[src/rtl/ext_bus_arbiter.sv]
// Two-port arbiter serialising 32-bit transactions onto a byte-wide external bus.
// Define ROUND_ROBIN_EN for round-robin arbitration; otherwise port 0 has fixed priority.
module ext_bus_arbiter (
  input  logic        clk,
  input  logic        rst,
  input  logic        req0,
  input  logic        req1,
  input  logic        we0,
  input  logic        we1,
  input  logic [31:0] addr0,
  input  logic [31:0] addr1,
  input  logic [31:0] wdata0,
  input  logic [31:0] wdata1,
  output logic        ack0,
  output logic        ack1,
  output logic [31:0] rdata,
  output logic [1:0]  gnt,
  output logic        busy,
  output logic [7:0]  bus_out,
  input  logic [7:0]  io_in,
  output logic [7:0]  io_out,
  output logic [7:0]  io_oe
);

  typedef enum logic [3:0] {IDLE, A0, A1, A2, A3, CMD, R0, R1, R2, R3, DONE} state_t;

  state_t      state, state_nxt;
  logic        owner;
  logic        we_r;
  logic [31:0] addr_r;
  logic [31:0] wdata_r;
  logic        any_req;
  logic        win;

  assign any_req = req0 | req1;

`ifdef ROUND_ROBIN_EN
  logic last;  // owner of the most recent grant; resets to 1 so port 0 wins first
  assign win = (req0 & req1) ? ~last : req1;
`else
  assign win = ~req0;
`endif

  always_ff @(posedge clk or posedge rst) begin
    if (rst) begin
      state   <= IDLE;
      owner   <= 1'b0;
      we_r    <= 1'b0;
      addr_r  <= '0;
      wdata_r <= '0;
      rdata   <= '0;
`ifdef ROUND_ROBIN_EN
      last    <= 1'b1;
`endif
    end else begin
      state <= state_nxt;
      if (state == IDLE && any_req) begin
        owner   <= win;
        we_r    <= win ? we1 : we0;
        addr_r  <= win ? addr1 : addr0;
        wdata_r <= win ? wdata1 : wdata0;
`ifdef ROUND_ROBIN_EN
        last    <= win;
`endif
      end
      case (state)
        R0:      rdata[7:0]   <= io_in;
        R1:      rdata[15:8]  <= io_in;
        R2:      rdata[23:16] <= io_in;
        R3:      rdata[31:24] <= io_in;
        default: ;
      endcase
    end
  end

  always_comb begin
    state_nxt = state;
    case (state)
      IDLE:    if (any_req) state_nxt = A0;
      A0:      state_nxt = A1;
      A1:      state_nxt = A2;
      A2:      state_nxt = A3;
      A3:      state_nxt = CMD;
      CMD:     state_nxt = we_r ? DONE : R0;
      R0:      state_nxt = R1;
      R1:      state_nxt = R2;
      R2:      state_nxt = R3;
      R3:      state_nxt = DONE;
      DONE:    state_nxt = IDLE;
      default: state_nxt = IDLE;
    endcase
  end

  // Outputs decode only registered state, so reset clears them immediately.
  always_comb begin
    bus_out = 8'h00;
    io_out  = 8'h00;
    io_oe   = 8'h00;
    case (state)
      A0: begin
        bus_out = addr_r[7:0];
        io_out  = wdata_r[7:0];
        io_oe   = {8{we_r}};
      end
      A1: begin
        bus_out = addr_r[15:8];
        io_out  = wdata_r[15:8];
        io_oe   = {8{we_r}};
      end
      A2: begin
        bus_out = addr_r[23:16];
        io_out  = wdata_r[23:16];
        io_oe   = {8{we_r}};
      end
      A3: begin
        bus_out = addr_r[31:24];
        io_out  = wdata_r[31:24];
        io_oe   = {8{we_r}};
      end
      CMD:     bus_out = {6'b0, owner, we_r};
      default: ;
    endcase
  end

  assign busy = (state != IDLE);
  assign gnt  = (state == IDLE) ? 2'b00 : {owner, ~owner};
  assign ack0 = (state == DONE) & ~owner;
  assign ack1 = (state == DONE) & owner;

endmodule

[config.mk]
export PLATFORM = sky130hd
export DESIGN_NAME = ext_bus_arbiter
export DESIGN_NICKNAME = d
export VERILOG_FILES = /design/src/rtl/ext_bus_arbiter.sv
export SDC_FILE = /design/constraint.sdc
export NUM_CORES = 1
export LEC_CHECK = 0
export ABC_AREA = 1
export ABC_CLOCK_PERIOD_IN_PS = 7660
export BUFFER_PORTS_ARGS = -buffer_cell sky130_fd_sc_hd__buf_2
export CORE_MARGIN = 2
export CORE_UTILIZATION = 40
export DETAILED_ROUTE_END_ITERATION = 10
export MAX_ROUTING_LAYER = met4
export PLACE_DENSITY_LB_ADDON = 0.1
export SLEW_MARGIN = 20
export SYNTH_ARGS = -nofsm -noshare
export SYNTH_HDL_FRONTEND = slang
export SYNTH_SLANG_ARGS = --single-unit
[constraint.sdc]
create_clock -name clk -period 7.66 [get_ports clk]
set_input_delay 0 -clock clk [delete_from_list [all_inputs] [get_ports clk]]
set_output_delay 0 -clock clk [all_outputs]
set_load 0.01 [all_outputs]
=== Word-level counts from Yosys, hierarchy flattened ===
Index checks and enable logic that the tools add are counted.

* Flip-flop bits (word level): 102
* Bits in latches: 0
* Bits in writable memories: 0
* ROM bits: 0
* Input bits: 142
* Output and inout port bits: 61
* Memories kept: 0

* $add $sub $neg: 0
* Multipliers: 0
* Divide/modulo/power cells: 0
* $lt $le $gt $ge: 0
* Equal/unequal tests: 11
* Shifts and indexed selects: 0
* Mux-type cells: 10
* Bitwise logic cells: 5
* Reduce and logical (&&, ||, !) cells: 4

{| class="wikitable"
|+ Operators with widths
! kind !! count
|-
| two-way mux 32 bit || 2
|-
| one-hot mux 4 bit (10 select lines) || 1
|-
| one-hot mux 8 bit (5 select lines) || 1
|-
| one-hot mux 8 bit (4 select lines) || 1
|-
| equality test 4 x 3 -> 1 bit (second input constant) || 4
|-
| equality test 4 bit (second input constant) || 3
|-
| equality test 4 x 2 -> 1 bit (second input constant) || 2
|-
| two-way mux 4 bit || 2
|-
| two-way mux 8 bit || 1
|-
| equality test 4 x 1 -> 1 bit (second input constant) || 1
|-
| logical NOT 4 bit || 1
|-
| nonzero test 4 bit || 1
|-
| OR reduction 4 bit || 1
|-
| bitwise AND 1 bit || 2
|-
| two-way mux 2 bit || 1
|-
| != test 2 bit (second input constant) || 1
|-
| inverter 1 bit || 2
|-
| logical AND 1 bit || 1
|-
| two-way mux 1 bit || 1
|-
| bitwise OR 1 bit || 1
|}

=== Logic depth before layout (Yosys ltp) ===
Gate-level depths: netlist (run 1).

* Word-level depth: 3
* Gate-level depth with buffers: 9

=== Least setup slack after synthesis (run 1) ===
No wires, ideal clock.

* Path type: register to output
* Start point: register state[0]
* End point: output io_oe[1]
* Arrival time: 1,615 ps
* Setup slack: 6,045 ps
* Stages on the path, launching flop included: 8
* Path through: dfrtp_1 > inv_1 > nand2_1 > nor2_2 > buf_2 > a21oi_1 > nor2_1 > buf_4

* Longest elaborated chain between the ends: 3

{| class="wikitable"
|+ RTL lines
! element !! RTL line !! source
|-
| start: declaration || 27 || <nowiki>state_t state, state_nxt;</nowiki>
|-
| start signal: assignment || 56 || <nowiki>state <= state_nxt;</nowiki>
|-
| equality test 4 x 3 -> 1 bit (tied with other cells) || 99 || <nowiki>case (state)</nowiki>
|-
| OR reduction 4 bit (no source line) * || -- ||
|-
| two-way mux 8 bit * || 99 ||
|-
| end: declaration || 22 || <nowiki>output logic [7:0] io_oe</nowiki>
|}

Every way passes the cells marked *; elsewhere a longest branch is shown, timed or not.

=== Final worst setup path (run 1) ===
* Start point: input req0
* End point: register wdata_r[23]

* Longest elaborated chain between the ends: 2

{| class="wikitable"
|+ RTL lines
! element !! RTL line !! source
|-
| start: declaration || 6 || <nowiki>input logic req0,</nowiki>
|-
| bitwise OR 1 bit || 35 || <nowiki>assign any_req = req0 | req1;</nowiki>
|-
| logical AND 1 bit || 57 || <nowiki>if (state == IDLE && any_req) begin</nowiki>
|-
| end signal: assignment || 61 || <nowiki>wdata_r <= win ? wdata1 : wdata0;</nowiki>
|-
| end: declaration || 31 || <nowiki>logic [31:0] wdata_r;</nowiki>
|}

Several ways; a longest one is shown, not always the timed one.
A chain may end at the register's enable or synchronous reset.

==> results of run 1 <==
[area by class of cell]
class                   count  area, um2  share of cell area, %
inverters                  53        203                   2.52
clock buffers               9        225                   2.81
flip-flops and latches    102       2550                   31.8
repair buffers            339       2370                   29.6
multi-input cells         611       2370                   29.5
clock inverters             7       83.8                   1.04
well taps                 176        220                   2.74
[power by group]
part / internal, W / total [W] / leakage [nW] / switching [W]
Sequential: 0.000790 / 0.000935 / 1.26 / 0.000145
Combinational: 0.000402 / 0.00102 / 3.30 / 0.000617
Clock: 0.000258 / 0.000476 / 0.148 / 0.000218
[worst min-delay path: cells and delay by family]
kind,cells,cell delay [ns]
buf+inv,1,0.08
simple gates,4,0.23
[cell usage after synthesis]
cell / count / area [um2]
nor2_2: 4 / 25.0
nor2_1: 15 / 56.3
buf_1: 7 / 26.3
nand2_2: 2 / 12.5
inv_2: 4 / 15.0
o21ai_0: 32 / 160
buf_6: 7 / 78.8
buf_2: 13 / 65.1
nand2_1: 545 / 2050
a21oi_1: 3 / 15.0
buf_4: 9 / 67.6
nand3_1: 6 / 30.0
nor3_1: 3 / 15.0
clkbuf_1: 7 / 26.3
dfrtp_1: 102 / 2550
nor2_4: 1 / 11.3
inv_1: 49 / 184
[metal layers]
layer / wire length, um / part of all wire [%] / GRT usage [%] / vias to the layer above
met5: 0 / 0 / - / -
met3: 870 / 5.5 / 3.37 / 18
met2: 7610 / 48 / 39.5 / 157
met1: 7230 / 45 / 30.1 / 2575
li1: - / - / - / 3018
met4: 195 / 1.2 / 5.88 / 0
[how the worst max path moves through the flow]
stage,cells after the start,slack [ns],endpoint,startpoint
floorplan,1,4.98,addr_r[0],rst
global placement,9,5.07,wdata_r[3],req0
detailed placement,9,5.02,wdata_r[23],req0
CTS,6,5.32,io_oe[5],state[0]
global route,9,4.70,addr_r[9],req0
finish,9,5.12,wdata_r[23],req0
[logic make-up after synthesis]
kind of cell	Yosys count	synth area share (%)
flip-flops	102	47.4
buffers and inverters	96	8.59
AND/OR/NAND/NOR	576	40.8
AO/OA/AOI/OAI	35	3.25
[metrics by stage]
stage | instance area [um2] | std cells | hold slack (ns) | utilization, % | setup slack (ns)
final | 8030 | 1297 | 0.00130 | 60.9 | 5.12
after global routing | 8030 | 1297 | 0.0341 | 60.9 | 4.70
after global placement | 6390 | 1148 | 0.0792 | 48.4 | 5.07
after detailed placement | 6390 | 1148 | 0.0769 | 48.4 | 5.02
after CTS | 8030 | 1297 | 0.00446 | 60.9 | 5.32
after floorplan | 5390 | 809 | 0.188 | - | 4.98
[sequential cells by signal, indices dropped and copies added, names as in the netlist]
| register | count |
|---|---|
| rdata | 32 |
| state | 4 |
| wdata_r | 32 |
| owner | 1 |
| addr_r | 32 |
| we_r | 1 |
==> metrics.md, run 1 <==
| Metric | Value |
|---|---|
| Run status | complete, no violations |
| Fill cell instance count of the final layout | 1252 |
| Kind of end point of the critical path | flop |
| Avg WL per Cell | 12.3 um |
| Half-perimeter wire length of the detailed placement result | 10000 um |
| Final weighted congestion in routability-driven placement | around 0.78 |
| Average cell area after synthesis | 6.66 um2 |
| Drt total wl | approximately 16000 um |
| Post-CTS setup-driven buffer insertion count | 0 |
| Setup-violating endpoint count in the final report | 0 |
| List of cells traversed by the critical path | buf_2 > buf_4 > clkinv_2 > nand2_1 > nand2_2 > inv_2 > buf_4 > nand2_1 > nand2_1 |
| Fin. Hold Viols | 0 |
| Total Die Area | 14400 um2 |
| Number of DRC markers in iteration 0 | ~330 |
| Antenna viol nets, final | 0 |
| Worst endpoint required time | 7.94 ns |
| Dominant cell type by count on the critical path | nand2_1 |
| Layout cells sized above 1 | 21.0% |
| Sink of the worst hold path | wdata_r[15] |
| Number of max-slew violations in the final report | 0 |
| Minimum period implied by the final worst setup slack | 2.54 ns |
| IO Count | 203 |
| Aggregate negative setup slack | 0 ns |
| Number of levels the H-tree was split into | 3 |
| Number of buffers on the longest clock path | 2 |
| Number of cells produced by synthesis | 809 |
| Reg-to-reg critical path startpoint | state[2] |
| Cell at the root of the clock tree | clkbuf_16 |
| Power density over the cells | 303 nW/um2 |
| Starting density of the core | 40.8% |
| CTS clock-pin slew for the worst setup and hold paths | roughly 0.070 ns |
| Synth unique cells | 17 |
| Worst vdd ir | 170 uV |
| Data arrival time of the worst path | 2.82 ns |
| Setup repair after global routing missed its margin | false |
| Initial DRT Pass Iterations | 4 |
| Max Clock Skew | 0.00778 ns |
| Die Y | 120 um |
| Cell Area, Synth | 5390 um2 |
| CTS Hold Buffers Added | 133 |
| Area added between synthesis and finish | 49.0% |
| Pwr Total | 0.00243 W |
| Most frequent standard cell in the layout excluding fill and tap cells | nand2_1 |
| Number of remaining DRC errors | 0 |
| Net count of the mapped netlist | roughly 950 |
| Leakage power total | 4.71 nW |
| Kind of path behind the tightest hold check | primary input to flop |
| Number of buffers added on ports | around 200 |
| Core area | 13200 um2 |
| Cell with the largest stage delay on the worst path | clkinv_2 |
| Total buffers and inverters traversed by the critical path | 5 |
| Reg2reg setup slack | 5.69 ns |
| # nets final | about 1300 |
| Cell family contributing the most delay on the critical path | buffers and inverters |
| Total number of yosys warnings | 0 |
| Final worst-path cycle share | 33.1% |
| Number of max-cap violations | 0 |
| Worst-skew pair later-pin latency | 0.35 ns |
| Depth of the worst hold-timing path | 5 |
| Global-route wire length before repair | 26500 um |
| Tot GR Track Use | a little under a quarter |
| Via count | 5768 |
| # diodes | 0 |
| Floorplan die width | 120 um |
| TritonCTS Buffers | 9 |
| Residual overflow from global routing | 0 |
| Start point of the worst min-delay path | wdata0[15] |
| TritonCTS clock tree | built |
| Worst path max stage delay | 0.83 ns |
| Most used cells in the layout excluding fill and tap cells | nand2_1, buf_2, dlygate4sd3_1 |
| Classification of the worst setup path | primary input to flop |
| Quantity of gates resized following cts | 0 |
| Clock Sink Count | 102 |
| Std cell rows | 42 |
| Timing-limited maximum frequency | between 0.3 and 0.4 GHz |
| Startpoint type of the worst setup path | primary input |
| Number of flip-flops and latches in the synthesized netlist | 102 |
| Depth of the worst register-to-register path | 8 |
| Part of the Yosys area used for sequential elements | 47.4% |
| Slew at the pin with the worst max-slew slack | 0.878 ns |
| Detailed-route vias per instance | 4.45 |
| Via count of the first global-routing pass | 5629 |
| Worst slew margin relative to its limit | between 40% and 50% |
| Initial antenna violation count | 0 |
| Biggest fanout along the worst timing path | 67 |
| End of the worst register-to-register path | wdata_r[23] |
| Maximum number of pins on one net before global-route repair | roughly 70 |
Note: power is estimated with default switching activity, not from simulation.
==> inputs of run 2 (changes only) <==
ABC_CLOCK_PERIOD_IN_PS = 2400   (was 7660)
clock period = 2.4 ns   (was 7.66 ns; I/O delays follow)
==> run 2 against run 1 <==
Against the previous run: sequential cell count is the same; wire length rose by 0.50%; clock skew about the same; critical path type is now flop to output port.
==> metrics.md, run 2 (synthesis gave the netlist of run 1 again) <==
| Metric | Value |
|---|---|
| Run status | complete, no violations |
| Worst-skew pair later-pin latency | 0.34 ns |
| Post-Place Cells | 1155 |
| Maximum number of pins on one net before global-route repair | 67 |
| Cell family contributing the most delay on the critical path | simple AND/OR/NAND/NOR gates |
| Post-route worst setup slack | around 0.32 ns |
| Worst path depth | 9 |
| Initial antenna violation count | 0 |
| Cell at the root of the clock tree | clkbuf_16 |
| Clock Sink Count | between 100 and 150 |
| Aggregate negative setup slack | 0 ns |
| Total buffers and inverters traversed by the critical path | 4 |
| Area added between synthesis and finish | 50.2% |
| Routed length on met1 | 7300 um |
| # nets final | 1266 |
| Routed length on met2 | between 7000 and 8000 um |
| Biggest registers after layout | addr_r: 32 flops, rdata: 32 flops, wdata_r: 32 flops |
| CTS Hold Buffers Added | roughly 130 |
| Antenna viol nets, final | 0 |
| Via count of the first global-routing pass | 5834 |
| Final non-filler cell total | 1305 |
| Kind of path behind the tightest hold check | primary input to flop |
| Avg WL per Cell | 12.3 um |
| Starting density of the core | 40.8% |
| Logic pwr share | 43.0% |
| Proportion of total power due to net switching | ~40% |
| Top metal layer carrying routed signals | met4 |
| Dominant cell type by count on the critical path | nand2_1 |
| Kind of end point of the critical path | output port |
| IO Count | 203 |
| Final worst-path cycle share | 86.5% |
| Core area | 13200 um2 |
| Minimum period implied by the final worst setup slack | 2.08 ns |
| Final weighted congestion in routability-driven placement | slightly above 0.8 |
| Final instance area | 8090 um2 |
| Number of max-slew violations in the final report | 0 |
| Final hold slack | 0.00378 ns |
| Max Clock Skew | approximately 0.0076 ns |
| Drt total wl | about 16000 um |
| Worst setup slack after placement | 0.630 ns |
| Met3 Routed Length | 767 um |
| TritonCTS clock tree | built |
| Most frequent standard cell in the layout excluding fill and tap cells | nand2_1 |
| Setup-violating endpoint count in the final report | 0 |
| Worst vdd ir | 536 uV |
| Die Y | 120 um |
| Half-perimeter wire length of the detailed placement result | 10300 um |
| Number of max-cap violations | 0 |
| Global-route wire length before repair | 26700 um |
| Depth of the worst hold-timing path | 5 |
| List of cells traversed by the critical path | inv_1 > nand2_1 > nor2_2 > buf_4 > nand2_1 > nand2_1 > inv_1 > nand2_1 > buf_2 |
| Worst slew margin relative to its limit | approximately half |
| Pint | 0.00459 W |
| Proportion of power drawn by the clock network | 18.3% |
| # diodes | 0 |
| Number of levels the H-tree was split into | 3 |
| Startpoint type of the worst setup path | flop |
| Timing-limited maximum frequency | 0.482 GHz |
| Initial DRT Pass Iterations | 4 |
| Number of buffers added on ports | 202 |
| Floorplan die width | 120 um |
| Detailed-route vias per instance | 4.49 |
| TritonCTS Buffers | 9 |
| Quantity of gates resized following cts | 0 |
| Tot GR Track Use | 23.6% |
| Worst endpoint required time | about 2.4 ns |
| Total Die Area | 14400 um2 |
| Fin. Hold Viols | 0 |
| Classification of the worst setup path | flop to output port |
| Worst path max stage delay | 0.44 ns |
| Layout cells sized above 1 | 21.4% |
| Via count | just under 6000 |
| Cell with the largest stage delay on the worst path | dfrtp_1 |
| Number of remaining DRC errors | 0 |
| Number of buffers on the longest clock path | 2 |
| Power density over the cells | 955 nW/um2 |
| Depth of the worst register-to-register path | 7 |
| Number of DRC markers in iteration 0 | about 310 |
| Post-CTS setup-driven buffer insertion count | 0 |
| Leakage power total | 4.75 nW |
| Most used cells in the layout excluding fill and tap cells | nand2_1, buf_2, dlygate4sd3_1 |
| Setup repair after global routing missed its margin | false |
| CTS clock-pin slew for the worst setup and hold paths | 0.07 ns |
| Std cell rows | 42 |
| Sequential share of power | 38.7% |
| Data arrival time of the worst path | 2.08 ns |
| Residual overflow from global routing | 0 |
| Total net switching power | 0.00313 W |
| Slew at the pin with the worst max-slew slack | 0.763 ns |
| Instance area at placement | 6450 um2 |
| Biggest fanout along the worst timing path | 9 |
## run 2: worst paths after layout
| check | from | endpoint | slack [ns] |
|---|---|---|---|
| setup / recovery | state[0] | io_out[3] | 0.32 |
| hold / removal | addr0[16] | addr_r[16] | 0.004 |
| setup reg to reg | state[1] | wdata_r[0] | 0.62 |
| hold reg to reg | wdata_r[12] | wdata_r[12] | 0.48 |
| max in group asynchronous | rst | wdata_r[8] | 1.42 |
| min in group asynchronous | rst | rdata[11] | 0.38 |
## run 2: per-layer routing
layer  up-vias  global-route usage [%]
met5         -                       -
met4         0                    5.44
met3        17                    3.90
met2       163                    40.0
met1      2655                    29.6
li1       3030                       -
## run 2: worst register-to-register path, delay by kind of cell, from the launching register on
family	cells	cell delay, ns
buffers and inverters	2	0.58
DFF	1	0.45
and+or+nand+nor	5	0.68
## run 2: final cells by class
class                           count  area, um2
Fill cell                        1279       5100
Sequential cell                   102       2550
Timing Repair Buffer              347       2450
Multi-Input combinational cell    611       2370
Clock buffer                        9        225
Tap cell                          176        220
Inverter                           53        203
Clock inverter                      7       70.1
## run 2: metrics by stage
step	utilization [%]	total power (W)
5_1_grt	61.3	0.00841
3_5_place_dp	48.9	0.00616
4_1_cts	61.3	0.00781
3_3_place_gp	48.9	0.00613
2_1_floorplan	-	0.00505
6_report	61.3	0.00772
## run 2: power groups by stage
| stage | combinational (W) | sequential, W | clock (W) |
|---|---|---|---|
| after floorplan | 0.00201 | 0.00304 | 0 |
| after detailed placement | 0.00316 | 0.00300 | 0 |
| after global routing | 0.00380 | 0.00309 | 0.00152 |
| after global placement | 0.00311 | 0.00302 | 0 |
| after CTS | 0.00337 | 0.00299 | 0.00145 |
| final | 0.00332 | 0.00299 | 0.00141 |
